## config.mk

```make
export PLATFORM = sky130hd
export DESIGN_NAME = conv_window_mac
export DESIGN_NICKNAME = d
export VERILOG_FILES = /design/src/rtl/conv_pkg.sv /design/src/rtl/conv_mul_reg.sv /design/src/rtl/conv_window_mac.sv
export SDC_FILE = /design/constraint.sdc
export NUM_CORES = 1
export LEC_CHECK = 0
export ABC_CLOCK_PERIOD_IN_PS = 2390
export CORE_ASPECT_RATIO = 2
export CORE_MARGIN = 10
export CORE_UTILIZATION = 45
export DETAILED_ROUTE_END_ITERATION = 16
export PLACE_DENSITY = 0.68
export SYNTH_ARGS = -nofsm -noshare
export SYNTH_HDL_FRONTEND = slang
export SYNTH_SLANG_ARGS = --single-unit
```

## constraint.sdc

```tcl
create_clock -name clk_en -period 2.39 [get_ports clk_en]
set_input_delay 0.717 -clock clk_en [delete_from_list [all_inputs] [get_ports clk_en]]
set_output_delay 0.717 -clock clk_en [all_outputs]
set_load 0.02 [all_outputs]
```

## src/rtl/conv_pkg.sv

```systemverilog
// Shared constants and state encoding for the convolution search/fetch and MAC stages.
// Derived sizes follow from the kernel/image geometry below.
package conv_pkg;

    function automatic int clog2(input int value);
        int r;
        r = 0;
        for (int v = value - 1; v > 0; v = v >> 1) begin
            r++;
        end
        return r;
    endfunction

    localparam int weight_width  = 2;
    localparam int weight_height = 2;
    localparam int img_width     = 4;
    localparam int img_height    = 4;
    localparam int padding       = 0;
    localparam int stride        = 1;
    localparam int bitwidth      = 3;

    localparam int result_width  = (img_width - weight_width + 2 * padding) / stride + 1;
    localparam int result_height = (img_height - weight_height + 2 * padding) / stride + 1;
    localparam int taps          = weight_width * weight_height;
    localparam int windows       = result_width * result_height;
    localparam int prod_width    = 2 * bitwidth;
    localparam int acc_width     = 2 * bitwidth + clog2(taps);

    // Counter widths never collapse to zero even for a 1x1 kernel or a single window.
    localparam int tap_cnt_width = (taps > 1) ? clog2(taps) : 1;
    localparam int win_cnt_width = (windows > 1) ? clog2(windows) : 1;

    typedef enum logic [1:0] {
        IDLE  = 2'd0,
        ACC   = 2'd1,
        DRAIN = 2'd2,
        DONE  = 2'd3
    } conv_state_t;

endpackage

```

## src/rtl/conv_mul_reg.sv

```systemverilog
// Stage 1 of the window MAC: registered signed pixel*weight product with its tap tags.
// clear drops the in-flight product so an aborted convolution leaves nothing behind.
module conv_mul_reg
    import conv_pkg::*;
(
    input  logic                  clk_en,
    input  logic                  rst,
    input  logic                  clear,
    input  logic                  in_valid,
    input  logic [bitwidth-1:0]   pix,
    input  logic [bitwidth-1:0]   wgt,
    input  logic                  in_last,
    input  logic [3:0]            in_l,
    input  logic [3:0]            in_c,
    output logic                  prod_valid,
    output logic [prod_width-1:0] prod,
    output logic                  prod_last,
    output logic [3:0]            prod_l,
    output logic [3:0]            prod_c
);

    logic signed [prod_width-1:0] pix_ext;
    logic signed [prod_width-1:0] wgt_ext;

    // Sign-extend to the full product width; the truncated product is exact in two's complement.
    assign pix_ext = {{(prod_width - bitwidth){pix[bitwidth-1]}}, pix};
    assign wgt_ext = {{(prod_width - bitwidth){wgt[bitwidth-1]}}, wgt};

    always_ff @(posedge clk_en or posedge rst) begin
        if (rst) begin
            prod_valid <= 1'b0;
            prod       <= '0;
            prod_last  <= 1'b0;
            prod_l     <= '0;
            prod_c     <= '0;
        end else if (clear) begin
            prod_valid <= 1'b0;
            prod_last  <= 1'b0;
        end else begin
            prod_valid <= in_valid;
            if (in_valid) begin
                prod      <= pix_ext * wgt_ext;
                prod_last <= in_last;
                prod_l    <= in_l;
                prod_c    <= in_c;
            end
        end
    end

endmodule

```

## src/rtl/conv_window_mac.sv

```systemverilog
// Window multiply-accumulate: sums taps per kernel window, emits one tagged result per window
// and flags the end of the convolution once every window result has been issued.
module conv_window_mac
    import conv_pkg::*;
#(
    parameter int relu_enable = 0
) (
    input  logic                 clk_en,
    input  logic                 rst,
    input  logic                 conv_on,
    input  logic                 tap_valid,
    input  logic [bitwidth-1:0]  pix_data,
    input  logic [bitwidth-1:0]  wgt_data,
    input  logic                 win_last,
    input  logic [3:0]           rlt_l,
    input  logic [3:0]           rlt_c,
    output logic                 res_valid,
    output logic [acc_width-1:0] res_data,
    output logic [3:0]           res_l,
    output logic [3:0]           res_c,
    output logic                 busy,
    output logic                 conv_done,
    output logic                 tap_err
);

    conv_state_t state_reg, state_next;

    logic [tap_cnt_width-1:0] tap_cnt_reg;
    logic [win_cnt_width-1:0] feed_win_reg;
    logic [win_cnt_width-1:0] win_cnt_reg;
    logic                     feed_done_reg;
    logic [acc_width-1:0]     acc_reg;

    logic                     accept;
    logic                     tap_last;
    logic                     s1_valid;
    logic [prod_width-1:0]    s1_prod;
    logic                     s1_last;
    logic [3:0]               s1_l;
    logic [3:0]               s1_c;
    logic [acc_width-1:0]     prod_ext;
    logic [acc_width-1:0]     sum;
    logic                     final_win;

    // Taps stop being accepted once the last window has been fully fetched.
    assign accept    = (state_reg == ACC) && conv_on && tap_valid && !feed_done_reg;
    assign tap_last  = (tap_cnt_reg == tap_cnt_width'(taps - 1));
    assign prod_ext  = {{(acc_width - prod_width){s1_prod[prod_width-1]}}, s1_prod};
    assign sum       = acc_reg + prod_ext;
    assign final_win = (win_cnt_reg == win_cnt_width'(windows - 1));

    conv_mul_reg u_mul (
        .clk_en     (clk_en),
        .rst        (rst),
        .clear      (!conv_on),
        .in_valid   (accept),
        .pix        (pix_data),
        .wgt        (wgt_data),
        .in_last    (tap_last),
        .in_l       (rlt_l),
        .in_c       (rlt_c),
        .prod_valid (s1_valid),
        .prod       (s1_prod),
        .prod_last  (s1_last),
        .prod_l     (s1_l),
        .prod_c     (s1_c)
    );

    always_ff @(posedge clk_en or posedge rst) begin
        if (rst) begin
            state_reg <= IDLE;
        end else begin
            state_reg <= state_next;
        end
    end

    always_comb begin
        state_next = state_reg;
        busy       = 1'b0;
        conv_done  = 1'b0;
        case (state_reg)
            IDLE: begin
                if (conv_on) state_next = ACC;
            end
            ACC: begin
                busy = 1'b1;
                if (s1_valid && s1_last && final_win) state_next = DRAIN;
            end
            DRAIN: begin
                busy       = 1'b1;
                state_next = DONE;
            end
            DONE: begin
                conv_done = 1'b1;
            end
            default: state_next = IDLE;
        endcase
        if (!conv_on) state_next = IDLE;
    end

    always_ff @(posedge clk_en or posedge rst) begin
        if (rst) begin
            tap_cnt_reg   <= '0;
            feed_win_reg  <= '0;
            win_cnt_reg   <= '0;
            feed_done_reg <= 1'b0;
            acc_reg       <= '0;
            tap_err       <= 1'b0;
            res_valid     <= 1'b0;
            res_data      <= '0;
            res_l         <= '0;
            res_c         <= '0;
        end else if (!conv_on) begin
            tap_cnt_reg   <= '0;
            feed_win_reg  <= '0;
            win_cnt_reg   <= '0;
            feed_done_reg <= 1'b0;
            acc_reg       <= '0;
            tap_err       <= 1'b0;
            res_valid     <= 1'b0;
        end else begin
            res_valid <= 1'b0;
            if (accept) begin
                tap_cnt_reg <= tap_last ? '0 : tap_cnt_reg + 1'b1;
                if (win_last != tap_last) tap_err <= 1'b1;
                if (tap_last) begin
                    feed_win_reg <= feed_win_reg + 1'b1;
                    if (feed_win_reg == win_cnt_width'(windows - 1)) feed_done_reg <= 1'b1;
                end
            end
            // A last-flagged product closes the window and restarts the sum in the same cycle.
            if ((state_reg == ACC) && s1_valid) begin
                if (s1_last) begin
                    res_valid   <= 1'b1;
                    res_data    <= ((relu_enable != 0) && sum[acc_width-1]) ? '0 : sum;
                    res_l       <= s1_l;
                    res_c       <= s1_c;
                    acc_reg     <= '0;
                    win_cnt_reg <= win_cnt_reg + 1'b1;
                end else begin
                    acc_reg <= sum;
                end
            end
        end
    end

endmodule

```

Word level (Yosys, flattened, before mapping)
Cells that the tools add are included.
Operators by class
  add/subtract/negate cells: 4
  multipliers: 1
  div/mod/pow operators: 0
  magnitude comparators: 0
  equality and inequality tests: 15
  shift operators: 0
  muxes and demuxes: 30
  bitwise logic cells: 0
  reductions and logical operators: 16
Operators by type and width (count)
  two-way mux 4 bit: 6
  two-way mux 8 bit: 3
  two-way mux 1 bit: 15
  inequality test 2 x 1 -> 1 bit, second input constant: 6
  two-way mux 2 bit: 5
  AND reduction 2 bit: 5
  adder 4 x 1 -> 4 bit, second input constant: 2
  adder 8 bit: 1
  equality test 4 bit, second input constant: 2
  equality test 2 bit, second input constant: 3
  logical AND 1 bit: 6
  multiplier 3 x 3 -> 6 bit: 1
  one-hot mux 2 bit (3 select lines): 1
  AND reduction 3 bit: 2
  inequality test 4 x 1 -> 1 bit, second input constant: 1
  inequality test 3 x 2 -> 1 bit, second input constant: 1
  adder 2 x 1 -> 2 bit, second input constant: 1
  equality test 2 x 1 -> 1 bit, second input constant: 1
  logical NOT 2 bit: 1
  OR reduction 2 bit: 1
  logical NOT 1 bit: 1
  inequality test 1 bit: 1
Storage, ports and cells
  flip-flop bits (word level): 55
  bits in latches: 0
  RAM bits: 0
  memory bits (read-only): 0
  bits of input ports: 19
  output and inout bits: 20
  logic and storage cells: 82
  memories: 0

Depth between registers and ports, before layout
  depth in word-level cells: 6
  mapped depth: 10
  depth with buffers taken out: 10

Modules after synthesis
Synthesis repeated with hierarchy kept, for this count alone.
Unflattened totals
  cell total of the unflattened synthesis: 273
  area total of the unflattened synthesis: 2945.3 um^2
Modules (own cells, without submodules)
  conv_window_mac: times used 1, cells each 208, area each 2073.2 um^2, seq. area each 975.9 um^2
  conv_mul_reg: times used 1, cells each 65, area each 872.1 um^2, seq. area each 400.4 um^2

Worst setup path before layout
OpenSTA, ideal clock, no wires.
  path type: in2reg
  start: input pix_data[0]
  end: register u_mul.prod[5]
  setup time: 0.128 ns
  arrival time: 2.538 ns
  required time: 2.262 ns
  path slack: -0.276 ns
  stages: 10
  path buffers: 0
  cells stage by stage: nand2b_1 > fa_1 > inv_1 > fa_1 > ha_1 > inv_1 > fa_1 > xor2_1 > xnor2_1 > o21ai_0
Between the ends
  longest elaborated chain between the ends: 1
Ends and longest elaborated chain
  start: declaration: RTL line conv_window_mac.sv:12  | input logic [bitwidth-1:0] pix_data,
  multiplier 3 x 3 -> 6 bit: RTL line conv_mul_reg.sv:42  | prod <= pix_ext * wgt_ext;
  end signal: assignment: RTL line conv_mul_reg.sv:42
  end: declaration: RTL line conv_mul_reg.sv:16  | output logic [prod_width-1:0] prod,
No other way between the ends.
A chain may end at the register's enable or synchronous reset.

Final worst setup path
  start: input pix_data[2]
  end: register u_mul.prod[5]
Same word-level chain as after synthesis.

==> impl_results.html <==
<table>
<tr><th>Metric</th><th>Value</th></tr>
<tr><th colspan="2">Status</th></tr>
<tr><td>Run status</td><td>complete, but fails checks</td></tr>
<tr><td>Failing checks</td><td>negative setup slack</td></tr>
<tr><th colspan="2">GRT</th></tr>
<tr><td>Total global routing overflow</td><td>0</td></tr>
<tr><td>Via count of the first global-routing pass</td><td>2297</td></tr>
<tr><td>Antenna violations before repair</td><td>0</td></tr>
<tr><td>Total global routing track utilization</td><td>12.4%</td></tr>
<tr><td>First-pass GRT wire length</td><td>10600 um</td></tr>
<tr><td>Largest net degree at the start of global routing</td><td>56</td></tr>
<tr><th colspan="2">STA</th></tr>
<tr><td>Final critical-path required period</td><td>2500 ps</td></tr>
<tr><td>Upper clock frequency limit</td><td>about 400 MHz</td></tr>
<tr><td>Transition time of the tightest slew-check pin</td><td>405 ps</td></tr>
<tr><td>Final worst-path setup slack</td><td>-106 ps</td></tr>
<tr><td>RSZ-0062 raised after global routing</td><td>yes</td></tr>
<tr><td>Max-slew violation count</td><td>0</td></tr>
<tr><td>Worst slew margin relative to its limit</td><td>72.7%</td></tr>
<tr><td>Skew final</td><td>around 3.9 ps</td></tr>
<tr><td>Accumulated negative setup slack</td><td>-158 ps</td></tr>
<tr><td>Portion of the clock cycle consumed by the worst path in the final layout</td><td>104%</td></tr>
<tr><td>Final hold violations</td><td>0</td></tr>
<tr><td>Final Setup Violations</td><td>2</td></tr>
<tr><th colspan="2">CTS</th></tr>
<tr><td>Clock-pin slew reported for the worst setup and hold paths after clock tree synthesis</td><td>70 ps</td></tr>
<tr><td>TritonCTS Buffers</td><td>5</td></tr>
<tr><td>Clock Latency Late Sink</td><td>between 200 and 300 ps</td></tr>
<tr><td>Clock Root Buffer</td><td>sky130_fd_sc_hd__clkbuf_16</td></tr>
<tr><td>Post-CTS Hold Fix Bufs</td><td>0</td></tr>
<tr><td>Clock Path Buffers</td><td>2</td></tr>
<tr><td>TritonCTS clock tree</td><td>done</td></tr>
<tr><td>Total number of clock tree sinks</td><td>55</td></tr>
<tr><td>CTS HTree Levels</td><td>2</td></tr>
<tr><th colspan="2">Min path</th></tr>
<tr><td>Worst hold-check path type</td><td>reg2reg</td></tr>
<tr><td>Hold-critical path depth</td><td>2</td></tr>
<tr><th colspan="2">Placement</th></tr>
<tr><td>Pre-CTS setup slack</td><td>-856 ps</td></tr>
<tr><td>Post-detail-place hpwl</td><td>between 4000 and 5000 um</td></tr>
<tr><td>Port buffer count</td><td>38</td></tr>
<tr><td>Final weighted congestion in routability-driven placement</td><td>0.856</td></tr>
<tr><th colspan="2">Yosys</th></tr>
<tr><td>Share of flip-flops with an asynchronous set or reset</td><td>100%</td></tr>
<tr><td>Syn_area_per_cell</td><td>9.63 um2</td></tr>
<tr><td>Top cell type's share of synthesized area</td><td>48.1%</td></tr>
<tr><td>Synth Flop Type</td><td>sky130_fd_sc_hd__dfrtp_1</td></tr>
<tr><td>Cell type contributing the most total cell area after synthesis</td><td>sky130_fd_sc_hd__dfrtp_1</td></tr>
<tr><td>Instance count of the mapped netlist</td><td>297</td></tr>
<tr><td>Fraction of the yosys area taken by sequential cells</td><td>between 40% and 50%</td></tr>
<tr><td>Count of flip-flops with a built-in enable after synthesis</td><td>0</td></tr>
<tr><td>Flip-flop and latch count after synthesis</td><td>55</td></tr>
<tr><td>Leading cell types by total area after synthesis</td><td>sky130_fd_sc_hd__dfrtp_1 48%, sky130_fd_sc_hd__nand2_1 13%, sky130_fd_sc_hd__ha_1 9.6%, sky130_fd_sc_hd__fa_1 3.5%, sky130_fd_sc_hd__xnor2_1 2.8%</td></tr>
<tr><td>Count of cell types in the netlist</td><td>45</td></tr>
<tr><td>Post-synth design cell area</td><td>0.00286 mm2</td></tr>
<tr><td>Total of warnings raised by yosys</td><td>0</td></tr>
<tr><td>Post-synth net total</td><td>343</td></tr>
<tr><th colspan="2">Worst setup path</th></tr>
<tr><td>Worst setup path category</td><td>in2reg</td></tr>
<tr><td>Crit path arrival time</td><td>2680 ps</td></tr>
<tr><td>Crit path launch type</td><td>primary input</td></tr>
<tr><td>Data required, critical path</td><td>roughly 2600 ps</td></tr>
<tr><td>Largest fanout of any net on the critical path</td><td>3</td></tr>
<tr><td>Count of cells along the worst register-to-register path</td><td>7</td></tr>
<tr><td>Critical path endpoint category</td><td>flip-flop</td></tr>
<tr><th colspan="2">Run</th></tr>
<tr><td>Max cap viols</td><td>0</td></tr>
<tr><th colspan="2">Route</th></tr>
<tr><td>Via density per instance</td><td>5.00</td></tr>
<tr><td>Length of the first detailed-routing pass in iterations</td><td>4</td></tr>
<tr><td>DRT iter0 DRCs</td><td>130</td></tr>
<tr><td>Number of DRC violations after detailed routing</td><td>0</td></tr>
<tr><td>Post-detailed-route count of antenna-violating nets</td><td>0</td></tr>
<tr><td>Routed Wire Length</td><td>~6000 um</td></tr>
<tr><td>Routed WL per cell</td><td>between 10 and 15 um</td></tr>
<tr><td>Routed vias</td><td>~2200</td></tr>
<tr><th colspan="2">Layout</th></tr>
<tr><td>Most frequent standard cell in the layout excluding fill and tap cells</td><td>sky130_fd_sc_hd__nand2_1</td></tr>
<tr><td>Area growth, synth to finish</td><td>27.5%</td></tr>
<tr><td>Total Nets Final</td><td>394</td></tr>
<tr><td>Ant. Diodes</td><td>0</td></tr>
<tr><td>Layout cells sized above 1</td><td>~15%</td></tr>
<tr><td>Commonest non-fill, non-tap cells in the layout</td><td>94 x sky130_fd_sc_hd__nand2_1, 55 x sky130_fd_sc_hd__dfrtp_1, 31 x sky130_fd_sc_hd__clkdlybuf4s50_1</td></tr>
<tr><td>FILL cells</td><td>550</td></tr>
<tr><th colspan="2">Power</th></tr>
<tr><td>Power density over the cells</td><td>around 740 mW/mm2</td></tr>
<tr><td>IR drop worst, VDD</td><td>435 uV</td></tr>
<tr><td>Pleak</td><td>about 1.8 nW</td></tr>
<tr><th colspan="2">Floorplan</th></tr>
<tr><td>Top-level I/O count</td><td>39</td></tr>
<tr><td>Die outline width</td><td>76.4 um</td></tr>
<tr><td>Die height</td><td>about 130 um</td></tr>
<tr><td>Std-Cell Rows</td><td>between 40 and 50</td></tr>
<tr><td>Placeable core region</td><td>0.00626 mm2</td></tr>
<tr><td>Starting utilization of the core area</td><td>approximately 46%</td></tr>
<tr><td>Die area</td><td>0.0101 mm2</td></tr>
</table>
==> path summary, 6_finish.rpt <==
check	startpoint	to	slack, ps
worst max-delay path	pix_data[2]	u_mul.prod[5]	-110
worst max register to register	acc_reg[0]	acc_reg[6]	210
worst min register to register	u_mul.prod_l[0]	res_l[0]	470
max in group asynchronous	rst	u_mul.prod[1]	1360
min in group asynchronous	rst	acc_reg[6]	790
worst min-delay path	u_mul.prod_l[0]	res_l[0]	470
==> report_power, final <==
group / switching (mW) / total (mW) / internal (mW)
clock: 0.321 / 0.843 / 0.521
combinational: 0.392 / 0.692 / 0.301
sequential: 0.110 / 1.18 / 1.07
total: 0.823 / 2.71 / 1.89
==> metrics by stage <==
stage / utilization (%) / instances / hold WS [ps] / total power [mW] / cell area (um2)
after detailed placement: 54.9 / 426 / 451 / 1.88 / 3440
after global placement: 54.9 / 426 / 451 / 1.85 / 3440
after global routing: 58.3 / 435 / 490 / 2.89 / 3650
final: 58.3 / 435 / 470 / 2.71 / 3650
after CTS: 57.9 / 434 / 469 / 2.74 / 3620
after floorplan: - / 297 / 439 / 1.66 / 2870
==> layer usage <==
metal  part of all wire [%]  vias up  GRT usage, %  wire, um
met4                    2.2        0          5.41       133
met1                     35     1049          12.1      2130
met2                     58       37          23.4      3470
met5                      0        -             0         0
li1                       -     1081             -         -
met3                    4.5        9          3.32       269
==> synthesized netlist by cell type, types with 2 or more instances <==
library cell / count
sky130_fd_sc_hd__xor2_1: 3
sky130_fd_sc_hd__and2_1: 9
sky130_fd_sc_hd__xnor2_1: 9
sky130_fd_sc_hd__o21ai_0: 13
sky130_fd_sc_hd__nand4b_1: 2
sky130_fd_sc_hd__clkbuf_1: 4
sky130_fd_sc_hd__inv_1: 14
sky130_fd_sc_hd__nand2b_1: 2
sky130_fd_sc_hd__dfrtp_1: 55
sky130_fd_sc_hd__nand2_1: 96
sky130_fd_sc_hd__nor2b_1: 5
sky130_fd_sc_hd__a21o_1: 2
sky130_fd_sc_hd__buf_2: 3
sky130_fd_sc_hd__nand3_1: 8
sky130_fd_sc_hd__fa_1: 5
sky130_fd_sc_hd__a22o_1: 5
sky130_fd_sc_hd__nor3_1: 4
sky130_fd_sc_hd__ha_1: 22
sky130_fd_sc_hd__buf_4: 2
sky130_fd_sc_hd__a21oi_1: 5
sky130_fd_sc_hd__nand4_1: 3
sky130_fd_sc_hd__o31ai_1: 2
sky130_fd_sc_hd__nor2_1: 2
==> timing repair <==
| item | 4_1_cts | 5_1_grt |
|---|---|---|
| gates resized for setup | 33 | 6 |
| setup buffers | 0 | 1 |
| cloned | 0 | 0 |
| pin swaps | 11 | 9 |
| setup endpoints to repair | 4 | 2 |
==> cells by family after synthesis <==
logic type | after synthesis | share of synthesized area [%]
compound gates | 40 | 9.58
mux | 2 | 0.743
xor+xnor | 12 | 3.67
flops | 55 | 48.1
fa+ha+maj | 27 | 13.1
simple gates | 136 | 21.1
buf+inv | 25 | 3.67
==> layout make-up <==
type	instances	area, um2	area share [%]
well taps	86	108	2.95
clock buffers	6	139	3.81
clock inverters	2	35.0	0.961
flip-flops and latches	55	1380	37.7
repair buffers	54	493	13.5
inverters	15	56.3	1.54
multi-input cells	217	1440	39.5
==> critical path, stage by stage <==
cell and delay, ps:
sky130_fd_sc_hd__buf_2 120, sky130_fd_sc_hd__nand2_2 110, sky130_fd_sc_hd__inv_2 60, sky130_fd_sc_hd__fa_1 500, sky130_fd_sc_hd__ha_4 300, sky130_fd_sc_hd__ha_4 120
sky130_fd_sc_hd__inv_2 30, sky130_fd_sc_hd__fa_2 360, sky130_fd_sc_hd__xor2_2 160, sky130_fd_sc_hd__xnor2_1 130, sky130_fd_sc_hd__o21ai_1 70
Power figures use the tool's default switching activity.
